--- config.mk ---
export PLATFORM = sky130hd
export DESIGN_NAME = encode_sample_gen
export DESIGN_NICKNAME = d
export VERILOG_FILES = /design/src/rtl/encode_pkg.sv /design/src/rtl/quad_decoder.sv /design/src/rtl/encode_sample_gen.sv
export SDC_FILE = /design/constraint.sdc
export NUM_CORES = 1
export LEC_CHECK = 0
export CAP_MARGIN = 20
export CELL_PAD_IN_SITES_DETAIL_PLACEMENT = 1
export CELL_PAD_IN_SITES_GLOBAL_PLACEMENT = 2
export CORE_MARGIN = 2
export CORE_UTILIZATION = 39
export CTS_BUF_LIST = sky130_fd_sc_hd__clkbuf_4 sky130_fd_sc_hd__clkbuf_8
export CTS_CLUSTER_DIAMETER = 30
export DETAILED_ROUTE_END_ITERATION = 12
export HOLD_SLACK_MARGIN = 0.05
export PLACE_DENSITY_LB_ADDON = 0.15
export SLEW_MARGIN = 20
export SYNTH_ARGS = -nofsm -noshare
export SYNTH_HDL_FRONTEND = slang
export SYNTH_SLANG_ARGS = --single-unit
--- constraint.sdc ---
create_clock -name clk_i -period 7 [get_ports clk_i]
set_input_delay 1.05 -clock clk_i [delete_from_list [all_inputs] [get_ports clk_i]]
set_output_delay 1.05 -clock clk_i [all_outputs]
set_load 0.1 [all_outputs]
--- src/rtl/encode_pkg.sv ---
// encode_pkg: shared widths, W zero point and quadrature step decoding
package encode_pkg;

    localparam int ENCODE_WID      = 32;
    localparam int ENCODE_MASK_WID = 18;
    localparam int UNIT_INTER      = 6250;

    localparam logic [ENCODE_MASK_WID-1:0] W_ZERO = '1;

    typedef logic [1:0] quad_state_t;

    // Encoded as the modulo-4 position difference: 1 forward, 3 reverse, 2 illegal
    typedef enum logic [1:0] {
        STEP_NONE = 2'd0,
        STEP_FWD  = 2'd1,
        STEP_ERR  = 2'd2,
        STEP_REV  = 2'd3
    } step_t;

    // Gray {A,B} to position in the forward cycle 00,01,11,10
    function automatic logic [1:0] quad_pos(input quad_state_t s);
        return {s[1], s[1] ^ s[0]};
    endfunction

    function automatic step_t quad_step(input quad_state_t prev, input quad_state_t cur);
        logic [1:0] d;
        d = quad_pos(cur) - quad_pos(prev);
        return step_t'(d);
    endfunction

endpackage

--- src/rtl/quad_decoder.sv ---
// quad_decoder: synchronize, debounce and decode one A/B(/Z) encoder channel
module quad_decoder #(
    parameter int SYNC_STAGES = 2,
    parameter int FILTER_LEN  = 4
) (
    input  logic clk_i,
    input  logic rst_n_i,
    input  logic a_i,
    input  logic b_i,
    input  logic z_i,
    output logic step_en,
    output logic step_dir,
    output logic err,
    output logic idx_rise
);
    import encode_pkg::*;

    localparam int CW = $clog2(FILTER_LEN) + 1;

    logic [SYNC_STAGES-1:0][2:0] sync_q;
    logic [2:0] filt, prev_q;
    step_t step;

    // synchronizer chain, each stage holds {a, b, z}
    always_ff @(posedge clk_i or negedge rst_n_i)
        if (!rst_n_i) sync_q <= '0;
        else sync_q <= {sync_q[SYNC_STAGES-2:0], a_i, b_i, z_i};

    for (genvar g = 0; g < 3; g++) begin : g_filt
        logic [CW-1:0] cnt_q;
        logic          lvl_q;
        // accept the synced level only after FILTER_LEN consecutive differing cycles
        always_ff @(posedge clk_i or negedge rst_n_i)
            if (!rst_n_i) begin
                cnt_q <= '0;
                lvl_q <= 1'b0;
            end else if (sync_q[SYNC_STAGES-1][g] == lvl_q) begin
                cnt_q <= '0;
            end else if (cnt_q == CW'(FILTER_LEN - 1)) begin
                cnt_q <= '0;
                lvl_q <= sync_q[SYNC_STAGES-1][g];
            end else begin
                cnt_q <= cnt_q + 1'b1;
            end
        assign filt[g] = lvl_q;
    end

    // previous filtered levels, the reference for step and index edge detection
    always_ff @(posedge clk_i or negedge rst_n_i)
        if (!rst_n_i) prev_q <= '0;
        else prev_q <= filt;

    assign step     = quad_step(prev_q[2:1], filt[2:1]);
    assign step_en  = step == STEP_FWD || step == STEP_REV;
    assign step_dir = step == STEP_REV;
    assign err      = step == STEP_ERR;
    assign idx_rise = filt[0] & ~prev_q[0];

endmodule

--- src/rtl/encode_sample_gen.sv ---
// encode_sample_gen: W/X quadrature position counters with periodic snapshot strobe
module encode_sample_gen #(
    parameter int ENCODE_WID      = encode_pkg::ENCODE_WID,
    parameter int ENCODE_MASK_WID = encode_pkg::ENCODE_MASK_WID,
    parameter int UNIT_INTER      = encode_pkg::UNIT_INTER,
    parameter int SYNC_STAGES     = 2,
    parameter int FILTER_LEN      = 4
) (
    input  logic                  clk_i,
    input  logic                  rst_n_i,
    input  logic                  enc_en_i,
    input  logic [15:0]           period_set_i,
    input  logic                  w_a_i,
    input  logic                  w_b_i,
    input  logic                  w_z_i,
    input  logic                  x_a_i,
    input  logic                  x_b_i,
    input  logic                  x_dir_inv_i,
    input  logic                  x_clear_i,
    output logic                  encode_update_o,
    output logic [ENCODE_WID-1:0] encode_w_o,
    output logic [ENCODE_WID-1:0] encode_x_o,
    output logic                  wafer_zero_flag_o,
    output logic                  quad_err_o,
    output logic [15:0]           quad_err_cnt_o
);
    import encode_pkg::*;

    logic [1:0]                 rst_sync_q;
    logic                       rst_n;
    logic                       w_step_en, w_step_dir, w_err, w_idx;
    logic                       x_step_en, x_step_dir, x_err, x_idx_unused;
    logic [ENCODE_MASK_WID-1:0] w_cnt_q, w_nxt;
    logic [ENCODE_WID-1:0]      x_cnt_q, x_nxt;
    logic [15:0]                timer_q, per_q, per_in, per_eff;
    logic                       en_q, load, wrap;
    logic [16:0]                err_sum;

    // asynchronous assert, clock-synchronized release of the internal reset
    always_ff @(posedge clk_i or negedge rst_n_i)
        if (!rst_n_i) rst_sync_q <= '0;
        else rst_sync_q <= {rst_sync_q[0], 1'b1};

    assign rst_n = rst_sync_q[1];

    quad_decoder #(.SYNC_STAGES(SYNC_STAGES), .FILTER_LEN(FILTER_LEN)) u_w_dec (
        .clk_i    (clk_i),
        .rst_n_i  (rst_n),
        .a_i      (w_a_i),
        .b_i      (w_b_i),
        .z_i      (w_z_i),
        .step_en  (w_step_en),
        .step_dir (w_step_dir),
        .err      (w_err),
        .idx_rise (w_idx)
    );

    quad_decoder #(.SYNC_STAGES(SYNC_STAGES), .FILTER_LEN(FILTER_LEN)) u_x_dec (
        .clk_i    (clk_i),
        .rst_n_i  (rst_n),
        .a_i      (x_a_i),
        .b_i      (x_b_i),
        .z_i      (1'b0),
        .step_en  (x_step_en),
        .step_dir (x_step_dir),
        .err      (x_err),
        .idx_rise (x_idx_unused)
    );

    // next counter values (index and clear override steps), period choice, error sum
    always_comb begin
        w_nxt   = w_idx ? '1 : !w_step_en ? w_cnt_q : w_step_dir ? w_cnt_q - 1'b1 : w_cnt_q + 1'b1;
        x_nxt   = x_clear_i ? '0 : !x_step_en ? x_cnt_q :
                  (x_step_dir ^ x_dir_inv_i) ? x_cnt_q - 1'b1 : x_cnt_q + 1'b1;
        per_in  = period_set_i == '0 ? 16'(UNIT_INTER) : period_set_i == 16'd1 ? 16'd2 : period_set_i;
        load    = enc_en_i && !en_q;
        per_eff = load ? per_in : per_q;
        wrap    = enc_en_i && timer_q == per_eff - 16'd1;
        err_sum = {1'b0, quad_err_cnt_o} + 17'(w_err) + 17'(x_err);
    end

    // position counters, both run independently of the update timer
    always_ff @(posedge clk_i or negedge rst_n)
        if (!rst_n) begin
            w_cnt_q <= '0;
            x_cnt_q <= '0;
        end else begin
            w_cnt_q <= w_nxt;
            x_cnt_q <= x_nxt;
        end

    // update timer; period is re-latched on enable rise and at every wrap
    always_ff @(posedge clk_i or negedge rst_n)
        if (!rst_n) begin
            timer_q <= '0;
            per_q   <= '0;
            en_q    <= 1'b0;
        end else begin
            timer_q <= (!enc_en_i || wrap) ? '0 : timer_q + 16'd1;
            en_q    <= enc_en_i;
            if (load || wrap) per_q <= per_in;
        end

    // strobe with snapshots that include this cycle's step, plus event pulses
    always_ff @(posedge clk_i or negedge rst_n)
        if (!rst_n) begin
            encode_update_o   <= 1'b0;
            encode_w_o        <= '0;
            encode_x_o        <= '0;
            wafer_zero_flag_o <= 1'b0;
            quad_err_o        <= 1'b0;
            quad_err_cnt_o    <= '0;
        end else begin
            encode_update_o   <= wrap;
            wafer_zero_flag_o <= w_idx;
            quad_err_o        <= w_err | x_err;
            quad_err_cnt_o    <= err_sum[16] ? '1 : err_sum[15:0];
            if (wrap) begin
                encode_w_o <= ENCODE_WID'(w_nxt);
                encode_x_o <= x_nxt;
            end
        end

endmodule

==> impl_metrics.yaml, run 1 <==
yosys:
  synth_edf_count: 0
  synthesis.instances: 1053
  synth-seq-cells: 189
  synthFlopType: "dfrtp_1"
  synth.avg_cell_area_um2: 10.5
  synth_common_cells: "dfrtp_1, nand2_1, a21oi_1, nor2_1, ha_1"
  syn_area_um2: 11100
  synthArstFlopShare: 1.00
  yosysWarnings: 0
  netlist_top_cells_area: "dfrtp_1, ha_1, mux2_4"
  yosysSeqAreaShare: 0.428
  synth_top_area_share: 0.428
  synth.most_common_cell: "dfrtp_1"
  yosysUniqueCellTypes: 82
  synth_top_cell_by_area: "dfrtp_1"
route:
  viasPerCell: 5.31
  drc_errors: 0
  first_pass_iters: 4
  drtIter0Drc: 315
  wirelength_um: 26300
  ant_nets: 0
  vias: 8160
  wire_per_inst_um: 17.1
die:
  coreArea_um2: 27900
  die_h_um: 172
  initial_core_util: 0.397
  num_rows: 61
  num_io_pins: 109
  die-area_um2: 29700
  die_x_um: 172
finish:
  layout.nets: 1230
  final_core_util: 0.458
  fillerInstances: 3121
  antenna_cells: 0
  syn2layout_area_growth_pct: 15.5
  drive_gt1_frac: 0.112
setup_path:
  r2r_start: "u_x_dec.g_filt[2].lvl_q$_DFFE_PN0P_"
  worstRegToRegCells: 16
  slowest_delay_ns: 0.53
  path_cells: "clkdlybuf4s50_1 -> nor4_4 -> nand4_1 -> o21ai_0 -> mux2_2 -> ha_1 -> nor4b_1 -> a21oi_2 -> nor4_4 -> mux2_1 -> mux2i_1 -> o21ai_4 -> nand4_4 -> buf_12 -> mux2_1"
  slowest_stage: "clkdlybuf4s50_1"
  r2r_end: "encode_x_o[26]$_DFFE_PN0P_"
  cp_max_fo: 40
  r2r_setup_slack_ns: 1.89
  required_ns: 7.36
  endpoint_kind: "flip-flop"
  worst-setup-path-type: "in -> reg"
  start_kind: "input port"
  cp.arrival_ns: 5.54
global_routing:
  grt_max_degree: 138
  grt_overflow: 0
  antenna_found_initial: 0
  track_usage: 0.184
  grt_pass1_wl_um: 43700
  grt_pass1_vias: 8475
flow_run:
  cap_violations: 0
clock_tree:
  cts.sinks: 189
  tritoncts: "yes"
  hold_buffers: 0
  cts.path.max_buffers: 2
  h-tree-depth: 4
  post_cts_buffers: 0
  root_buffer: "clkbuf_8"
  worstSkewPairLatency_ns: 0.48
  clkTransAtPathRegs_ns: 0.11
  cts_resized: 0
  cts_buffers: 17
timing:
  maxSlewViolCount: 0
  max_slew_margin: 0.319
  final.setup_skew_ns: 0.0220
  period_needed_ns: 5.18
  finalCritPeriodShare: 0.740
  tightest_slew_ns: 1.02
  rsz0062_at_grt: "false"
  finalHoldViolations: 0
  setup_viol: 0
  clock.fmax_ghz: 0.193
  setup-tns-final_ns: 0
worst_hold_path:
  hold_end: "u_w_dec.sync_q[4]$_DFF_PN0_"
  hold_start: "u_w_dec.sync_q[1]$_DFF_PN0_"
  hold_path.class: "reg -> reg"
  holdPathStages: 0
place:
  place.gp.congestion: 0.798
  dp_hpwl_um: 18700
  io_buffers: 94
outcome:
  outcome: "completed"
[metrics by stage]
| step | cell area [um2] | worst slack, ns | hold slack (ns) | cells |
|---|---|---|---|---|
| after floorplan | 11100 | 1.34 | 0.331 | 1066 |
| after global placement | 12400 | 1.53 | 0.336 | 1504 |
| after detailed placement | 12400 | 1.32 | 0.336 | 1504 |
| after CTS | 12800 | 1.78 | 0.364 | 1536 |
| after global routing | 12800 | 1.28 | 0.370 | 1536 |
| final | 12800 | 1.82 | 0.362 | 1536 |
[sequential cells by signal, indices dropped and copies added, names as in the netlist, 9 cells and up]
name                  flops
timer_q                  16
u_w_dec.g_filt.cnt_q      9
w_cnt_q                  18
encode_w_o               18
per_q                    16
x_cnt_q                  32
encode_x_o               32
quad_err_cnt_o           16
[cells by family (layout without fill, tap and decap cells)]
group / after synthesis / in the layout / synth area share
xor+xnor: 82 / 82 / 0.0650
mux: 93 / 93 / 0.105
other cells: 2 / 15 / 0.000680
compound gates: 228 / 228 / 0.138
simple gates: 328 / 328 / 0.160
flops: 189 / 189 / 0.428
buf+inv: 72 / 164 / 0.0341
fa+ha+maj: 59 / 59 / 0.0688
[worst max path at each step]
stage | from | endpoint | slack, ns
after floorplan | rst_sync_q[1]$_DFF_PN0_ | en_q$_DFF_PN0_ | 1.34
after global placement | period_set_i[2] | encode_x_o[15]$_DFFE_PN0P_ | 1.53
after detailed placement | period_set_i[7] | encode_x_o[20]$_DFFE_PN0P_ | 1.32
after CTS | u_x_dec.g_filt[2].lvl_q$_DFFE_PN0P_ | encode_x_o[26]$_DFFE_PN0P_ | 1.78
after global routing | u_x_dec.g_filt[2].lvl_q$_DFFE_PN0P_ | encode_x_o[26]$_DFFE_PN0P_ | 1.28
final | period_set_i[7] | encode_x_o[23]$_DFFE_PN0P_ | 1.82
[cells in the final DEF (no fill, tap or decap), types with 10 or more instances in the layout]
cell               n
ha_1              56
clkbuf_8          17
a31oi_1           12
a21o_1            17
nor3_1            25
nand3_1           40
o211ai_1          16
nand2_1           80
clkdlybuf4s50_1   94
nor2_1            66
mux2_2            22
conb_1            15
dfrtp_1          188
a211oi_1          14
nor3b_1           11
mux2_1            15
xor2_1            33
nand2b_1          12
nor2b_1           13
and3_1            29
mux2i_1           19
inv_1             25
xnor2_1           48
a21oi_1           66
o21ai_0           42
buf_4             10
nand4_1           10
mux2_4            37
[metal layers]
metal	up-vias	wire, um	global-route usage
met4	0	191	0.0343
met2	82	12800	0.316
met5	-	0	0
met1	4089	12800	0.248
met3	11	572	0.0300
li1	3978	-	-
[critical path, delay by kind of cell]
kind                       cells  cell delay [ns]
adders and majority gates      1             0.20
and+or+nand+nor                5             1.61
muxes                          4             1.20
AOI/OAI and AO/OA              3             0.56
buffers and inverters          2             0.87
[final cells by class]
type                       count  area (um2)  share of cell area
inverter                      26        97.6             0.00765
sequential                   189        4730               0.371
multi-input combinational    805        6000               0.470
clock inverter                15         165              0.0129
timing repair buffer         106        1060              0.0828
clock buffer                  17         234              0.0183
tap                          378         473              0.0371
Power of run 1 is left out: the tool's default activity adds up to more than one toggle a clock period on the data nets, which glitch-free logic cannot reach.
==> inputs of run 2 (changes only) <==
clock period = 4.79 ns   (was 7 ns; I/O delays follow)
==> run 2 against run 1 <==
Effect of this change: setup slack lost 1.5 ns; sequential cell count is the same; core utilization grew 0.56 points; clock-buffer cell count grew 1; global-route usage grew 0.39 points; critical path depth grew 1; clock skew grew 0.0068 ns; first-iteration DRC count shrank 24%; routed wire length grew 1.2%; final area grew 1.2%; largest cell class unchanged.
==> impl_metrics.yaml, run 2 (synthesized netlist as in run 1, its figures left out) <==
outcome:
  outcome: "completed"
global_routing:
  antenna_found_initial: 0
  grt_pass1_vias: 8672
  track_usage: 0.188
  grt_overflow: 0
  grt_pass1_wl_um: 44800
  grt_max_degree: 140
route:
  vias: 8161
  first_pass_iters: 4
  drc_errors: 0
  viasPerCell: 5.28
  drtIter0Drc: 238
  wire_per_inst_um: 17.2
  wirelength_um: 26600
  ant_nets: 0
place:
  io_buffers: 94
  place.gp.congestion: 0.815
  dp_hpwl_um: 19200
setup_path:
  endpoint_kind: "flip-flop"
  required_ns: 5.14
  r2r_start: "u_w_dec.g_filt[2].lvl_q$_DFFE_PN0P_"
  cp_max_fo: 7
  r2r_setup_slack_ns: 0.37
  worst-setup-path-type: "reg -> reg"
  start_kind: "flip-flop"
  worstRegToRegCells: 16
  cp.arrival_ns: 4.78
  r2r_end: "encode_w_o[17]$_DFFE_PN0P_"
clock_tree:
  cts_buffers: 17
  tritoncts: "yes"
  worstSkewPairLatency_ns: 0.48
  cts.path.max_buffers: 2
  post_cts_buffers: 0
  clkTransAtPathRegs_ns: 0.11
  cts.sinks: 189
  hold_buffers: 0
  root_buffer: "clkbuf_8"
  h-tree-depth: 4
die:
  die_x_um: 172
  num_rows: 61
  initial_core_util: 0.397
  num_io_pins: 109
  coreArea_um2: 27900
  die_h_um: 172
  die-area_um2: 29700
timing:
  rsz0062_at_grt: "true"
  final.setup_skew_ns: 0.0288
  max_slew_margin: 0.298
  fin_hold_ws_ns: 0.361
  setup_viol: 0
  maxSlewViolCount: 0
  clock.fmax_ghz: 0.226
  finalHoldViolations: 0
  finalCritPeriodShare: 0.923
  period_needed_ns: 4.42
  tightest_slew_ns: 1.05
flow_run:
  cap_violations: 0
finish:
  fillerInstances: 3076
  syn2layout_area_growth_pct: 16.9
  final_cell_mix: "dfrtp_1, clkdlybuf4s50_1, nand2_1"
  reg.largest.list: "encode_x_o (32), x_cnt_q (32)"
  layout.nets: 1241
  drive_gt1_frac: 0.125
  final_common_cell: "dfrtp_1"
  antenna_cells: 0
worst_hold_path:
  holdPathStages: 0
  hold_end: "u_w_dec.sync_q[4]$_DFF_PN0_"
  hold_path.class: "reg -> reg"
  hold_start: "u_w_dec.sync_q[1]$_DFF_PN0_"
-- run 2: layout make-up --
| cell class | count | area [um2] | share of cell area |
|---|---|---|---|
| clock buffer | 18 | 248 | 0.0192 |
| clock inverter | 14 | 149 | 0.0115 |
| inverter | 26 | 97.6 | 0.00756 |
| multi-input combinational | 805 | 6030 | 0.467 |
| sequential | 189 | 4730 | 0.366 |
| tap | 378 | 473 | 0.0366 |
| timing repair buffer | 117 | 1190 | 0.0920 |
-- run 2: metal layers --
layer,up-vias,part of all wire,track usage,wire length [um]
met5,-,0,0,0
met4,0,0.010,0.0351,269
met3,14,0.019,0.0284,512
met2,81,0.49,0.326,13000
met1,4058,0.48,0.251,12800
li1,4008,-,-,-
-- run 2: repair_timing --
item                                    in CTS  in global routing
hold endpoints to repair                     0                  0
resized for setup                            0                  6
endpoints found under the setup margin       0                  7
-- run 2: worst max-delay path by stage --
| stage | slack, ns | startpoint | end | cells after the start |
|---|---|---|---|---|
| 3_3_place_gp | 0.20 | period_set_i[10] | encode_x_o[5]$_DFFE_PN0P_ | 15 |
| 6_report | 0.37 | u_w_dec.g_filt[2].lvl_q$_DFFE_PN0P_ | encode_w_o[17]$_DFFE_PN0P_ | 16 |
| 4_1_cts | 0.18 | u_x_dec.g_filt[2].lvl_q$_DFFE_PN0P_ | encode_x_o[26]$_DFFE_PN0P_ | 17 |
| 5_1_grt | -0.005 | u_w_dec.g_filt[2].lvl_q$_DFFE_PN0P_ | encode_w_o[17]$_DFFE_PN0P_ | 16 |
| 2_1_floorplan | 0.23 | u_x_dec.g_filt[2].lvl_q$_DFFE_PN0P_ | encode_x_o[30]$_DFFE_PN0P_ | 17 |
| 3_5_place_dp | 0.07 | period_set_i[10] | encode_x_o[14]$_DFFE_PN0P_ | 15 |
-- run 2: through the flow --
step | util | cells | TNS (ns) | area, um2 | worst slack (ns)
3_3_place_gp | 0.449 | 1515 | 0 | 12500 | 0.202
4_1_cts | 0.463 | 1547 | 0 | 12900 | 0.181
2_1_floorplan | - | 1066 | 0 | 11100 | 0.228
6_report | 0.464 | 1547 | 0 | 12900 | 0.367
3_5_place_dp | 0.449 | 1515 | 0 | 12500 | 0.0663
5_1_grt | 0.464 | 1547 | -0.00478 | 12900 | -0.00478
-- run 2: worst max-delay path, cell delays in order (launching register included) --
cell and delay, ns:
dfrtp_1 0.46, xnor2_1 0.16, ha_1 0.21, xor2_1 0.15, xnor2_1 0.17, or2_2 0.34
inv_1 0.23, ha_1 0.34, a21o_1 0.21, a2111o_1 0.41, a211oi_2 0.25, o311ai_0 0.20
a21oi_1 0.20, xnor2_1 0.10, o21ai_0 0.13, or3b_2 0.47, mux2_4 0.28
Power of run 2 is left out for the same reason.
==> inputs of run 3 (changes only) <==
CORE_UTILIZATION = 38   (was 39)
CTS_BUF_LIST = sky130_fd_sc_hd__clkbuf_16   (was sky130_fd_sc_hd__clkbuf_4 sky130_fd_sc_hd__clkbuf_8)
==> run 3 against run 2 <==
Effect of this change: clock skew fell by 0.014 ns; core utilization fell by 0.74 points; routed wire length is 2.0% higher; sequential cell count unchanged; maximum frequency down 0.78%.
==> impl_metrics.yaml, run 3 (synthesized netlist as in run 1, its figures left out) <==
timing:
  maxSlewViolCount: 0
  rsz0062_at_grt: "false"
  tightest_slew_ns: 1.03
  setup-tns-final_ns: 0
  finalHoldViolations: 0
  worst_slack_ns: 0.332
  finalCritPeriodShare: 0.931
  final.setup_skew_ns: 0.0149
  clock.fmax_ghz: 0.224
  setup_viol: 0
  max_slew_margin: 0.314
  period_needed_ns: 4.46
setup_path:
  cp_max_fo: 31
  worst-setup-path-type: "reg -> reg"
  r2r_end: "encode_x_o[30]$_DFFE_PN0P_"
  cp.arrival_ns: 4.80
  worstRegToRegCells: 17
  required_ns: 5.13
  crit_start: "u_x_dec.g_filt[2].lvl_q$_DFFE_PN0P_"
  r2r_setup_slack_ns: 0.33
  endpoint_kind: "flip-flop"
  start_kind: "flip-flop"
  r2r_start: "u_x_dec.g_filt[2].lvl_q$_DFFE_PN0P_"
die:
  num_io_pins: 109
  die_h_um: 175
  initial_core_util: 0.385
  die-area_um2: 30500
  die_x_um: 175
  coreArea_um2: 28700
  num_rows: 62
flow_run:
  cap_violations: 0
clock_tree:
  h-tree-depth: 4
  cts.sinks: 189
  worstSkewPairLatency_ns: 0.45
  root_buffer: "clkbuf_16"
  cts_buffers: 17
  clkTransAtPathRegs_ns: 0.08
  cts.path.max_buffers: 2
  hold_buffers: 0
  tritoncts: "yes"
finish:
  fin_area_um2: 13100
  drive_gt1_frac: 0.122
  layout.nets: 1243
  final_common_cell: "dfrtp_1"
  reg.largest.list: "encode_x_o (32), x_cnt_q (32)"
  antenna_cells: 0
  syn2layout_area_growth_pct: 18.5
  final_cell_mix: "dfrtp_1, clkdlybuf4s50_1, nand2_1"
route:
  vias: 8250
  first_pass_iters: 6
  wirelength_um: 27100
  drc_errors: 0
  wire_per_inst_um: 17.5
  drtIter0Drc: 316
  viasPerCell: 5.31
  ant_nets: 0
worst_hold_path:
  hold_path.class: "reg -> async"
global_routing:
  grt_pass1_wl_um: 45900
  grt_max_degree: 89
  track_usage: 0.186
  grt_pass1_vias: 8865
  antenna_found_initial: 0
  grt_overflow: 0
place:
  place.gp.congestion: 0.823
  dp_hpwl_um: 19700
  io_buffers: 94
  place_area_um2: 12500
  place_ws_ns: 0.0687
outcome:
  outcome: "completed"
-- run 3: changes by cell type in the layout (fill, tap and decap cells not counted), sizes merged --
cell,change
bufinv,+1
clkinvlp,-2
clkbuf,-1
clkinv,+2
buf,+2
-- run 3: stage by stage --
| step | util | hold slack (ns) | instances |
|---|---|---|---|
| final | 0.456 | 0.347 | 1555 |
| after global routing | 0.456 | 0.359 | 1555 |
| after CTS | 0.456 | 0.354 | 1555 |
| after detailed placement | 0.436 | 0.338 | 1523 |
| after global placement | 0.436 | 0.336 | 1523 |
| after floorplan | - | 0.331 | 1066 |
-- run 3: area by class of cell --
class | count | area (um2)
clock buffer | 17 | 425
clock inverter | 15 | 156
fill | 3168 | 15600
inverter | 26 | 97.6
multi-input combinational | 805 | 6010
sequential | 189 | 4730
tap | 384 | 480
timing repair buffer | 119 | 1190
-- run 3: worst max-delay path by stage --
stage | endpoint | slack (ns)
after floorplan | encode_x_o[30]$_DFFE_PN0P_ | 0.23
after CTS | encode_w_o[17]$_DFFE_PN0P_ | 0.16
after detailed placement | encode_w_o[0]$_DFFE_PN0P_ | 0.07
final | encode_x_o[30]$_DFFE_PN0P_ | 0.33
after global routing | encode_w_o[17]$_DFFE_PN0P_ | 0.01
after global placement | encode_w_o[0]$_DFFE_PN0P_ | 0.20
-- run 3: worst max-delay path, cell delays in order (launching register included) --
cell and delay [ns]:
dfrtp_1 0.44, xnor2_1 0.19, ha_1 0.18, xor2_1 0.20, xnor2_1 0.11, nor2_1 0.17
xor2_2 0.20, buf_12 0.21, ha_1 0.32, and3_1 0.25, and4_1 0.23, a221oi_1 0.41
a21oi_1 0.15, or2_2 0.35, a211o_1 0.32, o221ai_1 0.16, o211ai_1 0.13, mux2_1 0.30
-- run 3: routing by layer --
metal / track usage / vias to the layer above / wire length, um
li1: - / 4013 / -
met1: 0.246 / 4131 / 13000
met2: 0.316 / 79 / 13200
met3: 0.0315 / 27 / 583
met4: 0.0497 / 0 / 345
met5: 0 / - / 0
-- run 3: what timing repair did --
| item | in CTS | in global routing |
|---|---|---|
| setup buffers | 0 | 0 |
| resized for setup | 0 | 3 |
| setup endpoints to repair | 0 | 4 |
Power of run 3 is left out for the same reason.
